**src/rtl/led_pattern_gen.sv**
```systemverilog
// Multi-channel LED driver: a prescaler produces a slow tick, and each channel
// runs OFF / ON / BLINK / PULSE with its own period counted in ticks.
module led_pattern_gen #(
  parameter int CLK_HZ         = 27000000,
  parameter int TICK_HZ        = 1000,
  parameter int CHANNELS       = 6,
  parameter int PERIOD_BITS    = 12,
  parameter int LED_ACTIVE_LOW = 1,
  localparam int CW            = (CHANNELS > 1) ? $clog2(CHANNELS) : 1
) (
  input  logic                   clk,
  input  logic                   rst_n,
  input  logic                   cfg_we,
  input  logic [CW-1:0]          cfg_ch,
  input  logic [1:0]             cfg_mode,
  input  logic [PERIOD_BITS-1:0] cfg_period,
  input  logic                   sync,
  output logic [CHANNELS-1:0]    led,
  output logic [CHANNELS-1:0]    active,
  output logic                   tick
);

  localparam int DIV = CLK_HZ / TICK_HZ;
  localparam int PW  = (DIV > 1) ? $clog2(DIV) : 1;
  localparam logic [PW-1:0] PCNT_LAST = PW'(DIV - 1);
  localparam logic LED_POL = (LED_ACTIVE_LOW != 0);

  typedef enum logic [1:0] {
    MODE_OFF   = 2'd0,
    MODE_ON    = 2'd1,
    MODE_BLINK = 2'd2,
    MODE_PULSE = 2'd3
  } mode_e;

  logic [PW-1:0]          pcnt_q, pcnt_d;
  logic                   tick_q, tick_d;
  mode_e                  mode_q   [CHANNELS];
  mode_e                  mode_d   [CHANNELS];
  logic [PERIOD_BITS-1:0] period_q [CHANNELS];
  logic [PERIOD_BITS-1:0] period_d [CHANNELS];
  logic [PERIOD_BITS-1:0] cnt_q    [CHANNELS];
  logic [PERIOD_BITS-1:0] cnt_d    [CHANNELS];
  logic [PERIOD_BITS-1:0] last_cnt [CHANNELS];
  logic [CHANNELS-1:0]    level_q, level_d;

  always_comb begin
    pcnt_d = (pcnt_q == PCNT_LAST) ? '0 : pcnt_q + 1'b1;
    tick_d = (pcnt_q == PCNT_LAST);
  end

  // A period of 0 behaves as 1, so the terminal count is clamped at 0.
  always_comb begin
    for (int i = 0; i < CHANNELS; i++) begin
      last_cnt[i] = (period_q[i] == '0) ? '0 : period_q[i] - 1'b1;
    end
  end

  // Per channel: a write wins over sync, and sync wins over tick.
  always_comb begin
    level_d = level_q;
    for (int i = 0; i < CHANNELS; i++) begin
      mode_d[i]   = mode_q[i];
      period_d[i] = period_q[i];
      cnt_d[i]    = cnt_q[i];
      if (cfg_we && (32'(cfg_ch) == 32'(i))) begin
        mode_d[i]   = mode_e'(cfg_mode);
        period_d[i] = cfg_period;
        cnt_d[i]    = '0;
        level_d[i]  = (cfg_mode != 2'd0);
      end else if (sync && (mode_q[i] == MODE_BLINK)) begin
        cnt_d[i]   = '0;
        level_d[i] = 1'b1;
      end else if (tick_q) begin
        case (mode_q[i])
          MODE_BLINK: begin
            if (cnt_q[i] == last_cnt[i]) begin
              cnt_d[i]   = '0;
              level_d[i] = ~level_q[i];
            end else begin
              cnt_d[i] = cnt_q[i] + 1'b1;
            end
          end
          MODE_PULSE: begin
            if (cnt_q[i] == last_cnt[i]) begin
              cnt_d[i]   = '0;
              level_d[i] = 1'b0;
              mode_d[i]  = MODE_OFF;
            end else begin
              cnt_d[i] = cnt_q[i] + 1'b1;
            end
          end
          default: ;
        endcase
      end
    end
  end

  always_ff @(posedge clk or negedge rst_n) begin
    if (!rst_n) begin
      pcnt_q  <= '0;
      tick_q  <= 1'b0;
      level_q <= '0;
      for (int i = 0; i < CHANNELS; i++) begin
        mode_q[i]   <= MODE_OFF;
        period_q[i] <= '0;
        cnt_q[i]    <= '0;
      end
    end else begin
      pcnt_q  <= pcnt_d;
      tick_q  <= tick_d;
      level_q <= level_d;
      for (int i = 0; i < CHANNELS; i++) begin
        mode_q[i]   <= mode_d[i];
        period_q[i] <= period_d[i];
        cnt_q[i]    <= cnt_d[i];
      end
    end
  end

  always_comb begin
    led    = '0;
    active = '0;
    for (int i = 0; i < CHANNELS; i++) begin
      led[i]    = level_q[i] ^ LED_POL;
      active[i] = (mode_q[i] != MODE_OFF);
    end
  end

  assign tick = tick_q;

endmodule

```
**config.mk**
```make
export PLATFORM = sky130hd
export DESIGN_NAME = led_pattern_gen
export DESIGN_NICKNAME = d
export VERILOG_FILES = /design/src/rtl/led_pattern_gen.sv
export SDC_FILE = /design/constraint.sdc
export NUM_CORES = 1
export LEC_CHECK = 0
export ABC_CLOCK_PERIOD_IN_PS = 4300
export CAP_MARGIN = 20
export CORE_MARGIN = 1
export CORE_UTILIZATION = 45
export CTS_CLUSTER_SIZE = 24
export DETAILED_ROUTE_END_ITERATION = 8
export SLEW_MARGIN = 20
export SYNTH_ARGS = -nofsm -noshare
export SYNTH_HDL_FRONTEND = slang
export SYNTH_SLANG_ARGS = --single-unit
```
**constraint.sdc**
```tcl
create_clock -name clk -period 4.3 [get_ports clk]
set_input_delay 1.075 -clock clk [delete_from_list [all_inputs] [get_ports clk]]
set_output_delay 1.075 -clock clk [all_outputs]
set_load 0.1 [all_outputs]
```
---- After elaboration in Yosys (flattened, before gate mapping) ----
Cells that the tools add are included.
word-level totals
  register bits ........................... 178
  bits of input ports ..................... 21
  output and inout port bits .............. 13
  word-level logic and storage cells ...... 276
cells by class
  $add $sub $neg .......................... 13
  eq/ne operators ......................... 42
  mux-type cells .......................... 103
  bitwise operators ....................... 6
  reductions and logical operators ........ 86
operators by type and width
  kind                   number
  $mux 12                36
  $add 12x1->12 const B  6
  $eq 12x12->1           6
  $logic_not 12->1       6
  $sub 12x1->12 const B  6
  $mux 2                 30
  $reduce_bool 2->1      25
  $reduce_and 4->1       12
  $reduce_bool 3->1      12
  $mux 1                 30
  $eq 2x2->1 const B     12
  $ne 4x2->1 const B     6
  $ne 4x4->1 const B     6
  $reduce_bool 4->1      6
  $add 15x1->15 const B  1
  $eq 15x15->1 const B   1
  $mux 15                1
  $logic_and 1x1->1      12
  $ne 2x2->1 const B     6
  $pmux 1 s2             6
  $reduce_and 2->1       6
  $reduce_or 2->1        6
  $eq 3x2->1 const B     2
  $eq 3x3->1 const B     2
  3 further kinds        8

---- Logic depth before layout (Yosys ltp) ----
Gate-level depths: netlist (run 1).
  word-level depth ........................ 8
  depth in mapped cells ................... 13
  mapped depth without buffers ............ 10

---- Worst setup path before layout (run 1) ----
No wires, ideal clock.
  kind .................................... register -> register
  start ................................... reg period_q[24] in the netlist's numbering
  end ..................................... reg level_q[3]
  setup time .............................. 0.091 ns
  arrival time ............................ 3.301 ns
  data required time ...................... 4.209 ns
  setup slack ............................. 0.907 ns
  stages on the path, launching flop included .. 12
  path buffers ............................ 1
  period minus slack after synthesis ...... 3.393 ns
  cells stage by stage .................... dfrtp_1 inv_1 ha_1 or3b_2 or4_1 o21ai_0 xor2_1 or4_1 or4_1 buf_6 a21oi_4 mux2i_1
between the ends
  cells in the longest elaborated chain, start to end .. 5
  elaborated cells between the ends (all ways) .. 7
  those cells by class .................... add/sub (1); eq/ne (3); mux (1); reduce/logical (2)
ends and longest elaborated chain
  element                                                           line    source
  start: declaration                                                39      logic [PERIOD_BITS-1:0] period_q [CHANNELS];
  start signal: indexed assignment                                  114     period_q[i] <= period_d[i];
  $sub 12x1->12 / $logic_not 12->1 (equally long branches)          54      last_cnt[i] = (period_q[i] == '0) ? '0 : period_q[i] - 1'b1;
  $mux 12 *                                                         54
  $eq 12x12->1 *                                                    76, 84
  $ne 4x4->1 (no source line) / $ne 4x2->1 (equally long branches)  -
  $reduce_and 4->1 (no source line) *                               -
  end signal: assignment                                            111     level_q <= level_d;
  end: declaration                                                  44      logic [CHANNELS-1:0] level_q, level_d;
Mark *: on every way between the ends. The rest lies on a longest branch, timed or not.
A chain may end at the register's enable or synchronous reset.

---- Final worst setup path (run 1) ----
Ends and elaborated chain as after synthesis.

==> results of run 1 <==
-- cell usage in the layout, fill, tap and decap left out, types with 25 or more instances in the layout --
| master | n |
|---|---|
| a21oi_1 | 43 |
| and3_1 | 31 |
| inv_1 | 45 |
| nor3_1 | 39 |
| nor2_1 | 117 |
| nand4_1 | 25 |
| mux2i_1 | 27 |
| xor2_1 | 50 |
| a31oi_1 | 39 |
| clkdlybuf4s50_1 | 31 |
| xnor2_1 | 45 |
| o21ai_0 | 62 |
| nand2_1 | 236 |
| nand3_1 | 75 |
| dfrtp_1 | 178 |
-- logic make-up after synthesis --
| logic type | synth area share |
|---|---|
| AOI/OAI and AO/OA | 0.156 |
| muxes | 0.0414 |
| and+or+nand+nor | 0.293 |
| DFF | 0.381 |
| buffers and inverters | 0.0419 |
| xor gates and xnor gates | 0.0730 |
| adders and majority gates | 0.0139 |
-- worst reg2reg max path, cell delays in order (launching register included) --
cell and delay, ns:
dfrtp_1 0.43, inv_1 0.11, ha_1 0.26, or3b_2 0.60
or4_1 0.42, o21ai_0 0.22, xor2_1 0.10, or4_1 0.52
or4_1 0.60, a21oi_4 0.33, mux2i_1 0.22
-- stage by stage --
step,util,setup slack [ns]
floorplan,-,0.907
global placement,0.487,0.503
detailed placement,0.487,0.477
CTS,0.515,0.441
global route,0.515,0.220
finish,0.515,0.440
-- power by group --
group | switching, W | internal (W)
registers | 0.000410 | 0.00192
logic | 0.00123 | 0.000787
clock network | 0.000752 | 0.00117
total | 0.00239 | 0.00388
-- area by class of cell --
| type | instances | area share |
|---|---|---|
| repair buffers | 57 | 0.0402 |
| inverters | 45 | 0.0130 |
| clock buffers | 17 | 0.0326 |
| clock inverters | 15 | 0.0223 |
| flip-flops and latches | 178 | 0.342 |
| multi-input cells | 1116 | 0.519 |
| well taps | 330 | 0.0317 |
-- per-layer routing --
layer	vias to the layer above	share of wire	wire (µm)	track usage
li1	5094	-	-	-
met1	4966	0.48	14700	0.337
met2	264	0.46	14000	0.380
met3	41	0.044	1340	0.0328
met4	0	0.016	493	0.0624
met5	-	0	0	0
-- flip-flops by register name (all words and copies together) (netlist names) --
name	cells
cnt_q	72
mode_q	12
level_q	6
period_q	72
tick	1
pcnt_q	15
-- worst max path at each step --
stage	endpoint	depth (start not counted)
finish	level_q[3]	10
global placement	level_q[3]	10
detailed placement	level_q[3]	10
CTS	level_q[3]	10
floorplan	level_q[3]	11
global route	level_q[3]	10
==> impl_results.md, run 1 <==
* Status: finished clean
* Die Height at 163 µm
* Net Count, Synth at 1452
* Design area at 13000 µm²
* Post-route minimum period at 3.86 ns
* Iter 0 DRT Violations at 940
* Tot Pwr at 0.00627 W
* Crit path from: period_q[24]
* Most used cell, CP: or4_1
* Largest net degree at the start of global routing at 104
* Min-delay worst type: reg -> reg
* Post-Syn Area per Cell at 8.26 µm²
* Most numerous cell in the Yosys netlist: nand2_1
* Post-route setup TNS at 0 ns
* Drt pass-1 iters at 5
* Flops & latches, synth at 178
* Period utilization at 0.898
* Pwr/cell area at 481 nW/µm²
* CTS Hold Bufs at 0
* Synth area leaders: dfrtp_1 (38%), nand2_1 (7.6%), nor2_1 (3.8%)
* Core box area at 25300 µm²
* RSZ-0062 raised after global routing: no
* Yosys warning count at 0
* Leak at 5.57 nW
* Routability cong. at 0.902
* R2r setup slk at 0.44 ns
* Critical-path top delay cell: or3b_2
* Setup Viol. Count Final at 0
* Synth-to-Final Area Change at 11.4%
* FF-to-FF Start: period_q[24]
* Slew Viols, Final at 0
* CTS Root Cell: clkbuf_16
* Top_reg_cell synth: dfrtp_1
* Sequence of cells on the critical path: inv_1, ha_1, or3b_2, or4_1, o21ai_0, xor2_1, or4_1, or4_1, a21oi_4, mux2i_1
* CP Max Fanout at 12
* Hold Path Stages at 1
* Part of the Yosys area used for sequential elements at 0.381
* Fillers at 2383
* Htree depth at 4
* CP endpoint kind: flop
* # DRC at 0
* Max frequency at 259 MHz
* Critical Path Max Stage Delay at 0.60 ns
* Reg clk slew, reported paths at 0.08 ns
* Post-Syn Area at 11700 µm²
* Synthesized netlist cell count at 1418
* CTS tree: yes
* Worst VDD drop at 0.414 mV
* Initial Util at 0.462
* Via/cell ratio at 5.90
* Max transition margin at 0.306
* Fin nets at 1449
* Final hold violation count at 0
* First-pass GRT wire length at 50.5 mm
* Max clock buf depth at 2
* Multi-input gate area at 6770 µm²
* Setup CP Type: reg -> reg
* Register Area at 4450 µm²
* Final wirelength at 30.5 mm
* EDFF count, synth at 0
* Post-place instance area at 12300 µm²
* Final antenna-violating net count at 0
* Die area at 26700 µm²
* Max-cap violations at 0
* Final std cells w/o fill at 1758
* Total track usage at 0.238
* CTS Buf Count at 17
* Critical path buffers and inverters at 1
* Initial antenna violation count at 0
* Async S/R FF share, synth at 1.00
* Skew-Pair Late Insertion Delay at 0.44 ns
* Most frequent cells after synthesis: nand2_1 (236), dfrtp_1 (178), nor2_1 (117), nand3_1 (75), clkbuf_1 (64)
* Worst hold endpoint: pcnt_q[0]
* R2R Path End: level_q[3]
* Hold slack at 0.467 ns
* CP Data Arrival Time at 4.23 ns
* Row count at 58
* Io pins at 34
* Largest area contributor in the netlist: dfrtp_1
* Crit path max-delay family: simple AND/OR/NAND/NOR gates
* Vias at 10.4k
* Synth top area share at 0.381
* Remaining Overflow, GRT at 0
* DIE WIDTH at 163 µm
* Number of global-route vias before repair at 9670
* Final setup skew at 0.0124 ns
* Post_cts resized at 0
* Routed WL per cell at 17.4 µm
* Layout cells sized above 1 at 0.0763
* Yosys cell types at 74
* Placed insts at 1726
* I/O Buffers at 33
* CTS sink cnt at 178
* Hold path start: pcnt_q[0]
* Cells on worst reg2reg path at 10
* Antenna cells at 0
* Type of origin of the critical path: flop
* Worst Tran Pin Value at 1.04 ns
* Hpwl dp at 21.5 mm
* Postcts setup bufs at 0
* Critical Path RT at 4.67 ns
(Power assumes the default switching activity.)
==> run 2: changes to the inputs <==
--- a/config.mk
+++ b/config.mk
@@ -9,6 +9,7 @@
 export CAP_MARGIN = 20
 export CORE_MARGIN = 1
 export CORE_UTILIZATION = 45
+export CTS_CLUSTER_DIAMETER = 40
 export CTS_CLUSTER_SIZE = 24
 export DETAILED_ROUTE_END_ITERATION = 8
 export SLEW_MARGIN = 20
==> results of run 2 <==
The final DEF is identical to that of run 1; final timing and power are the same.
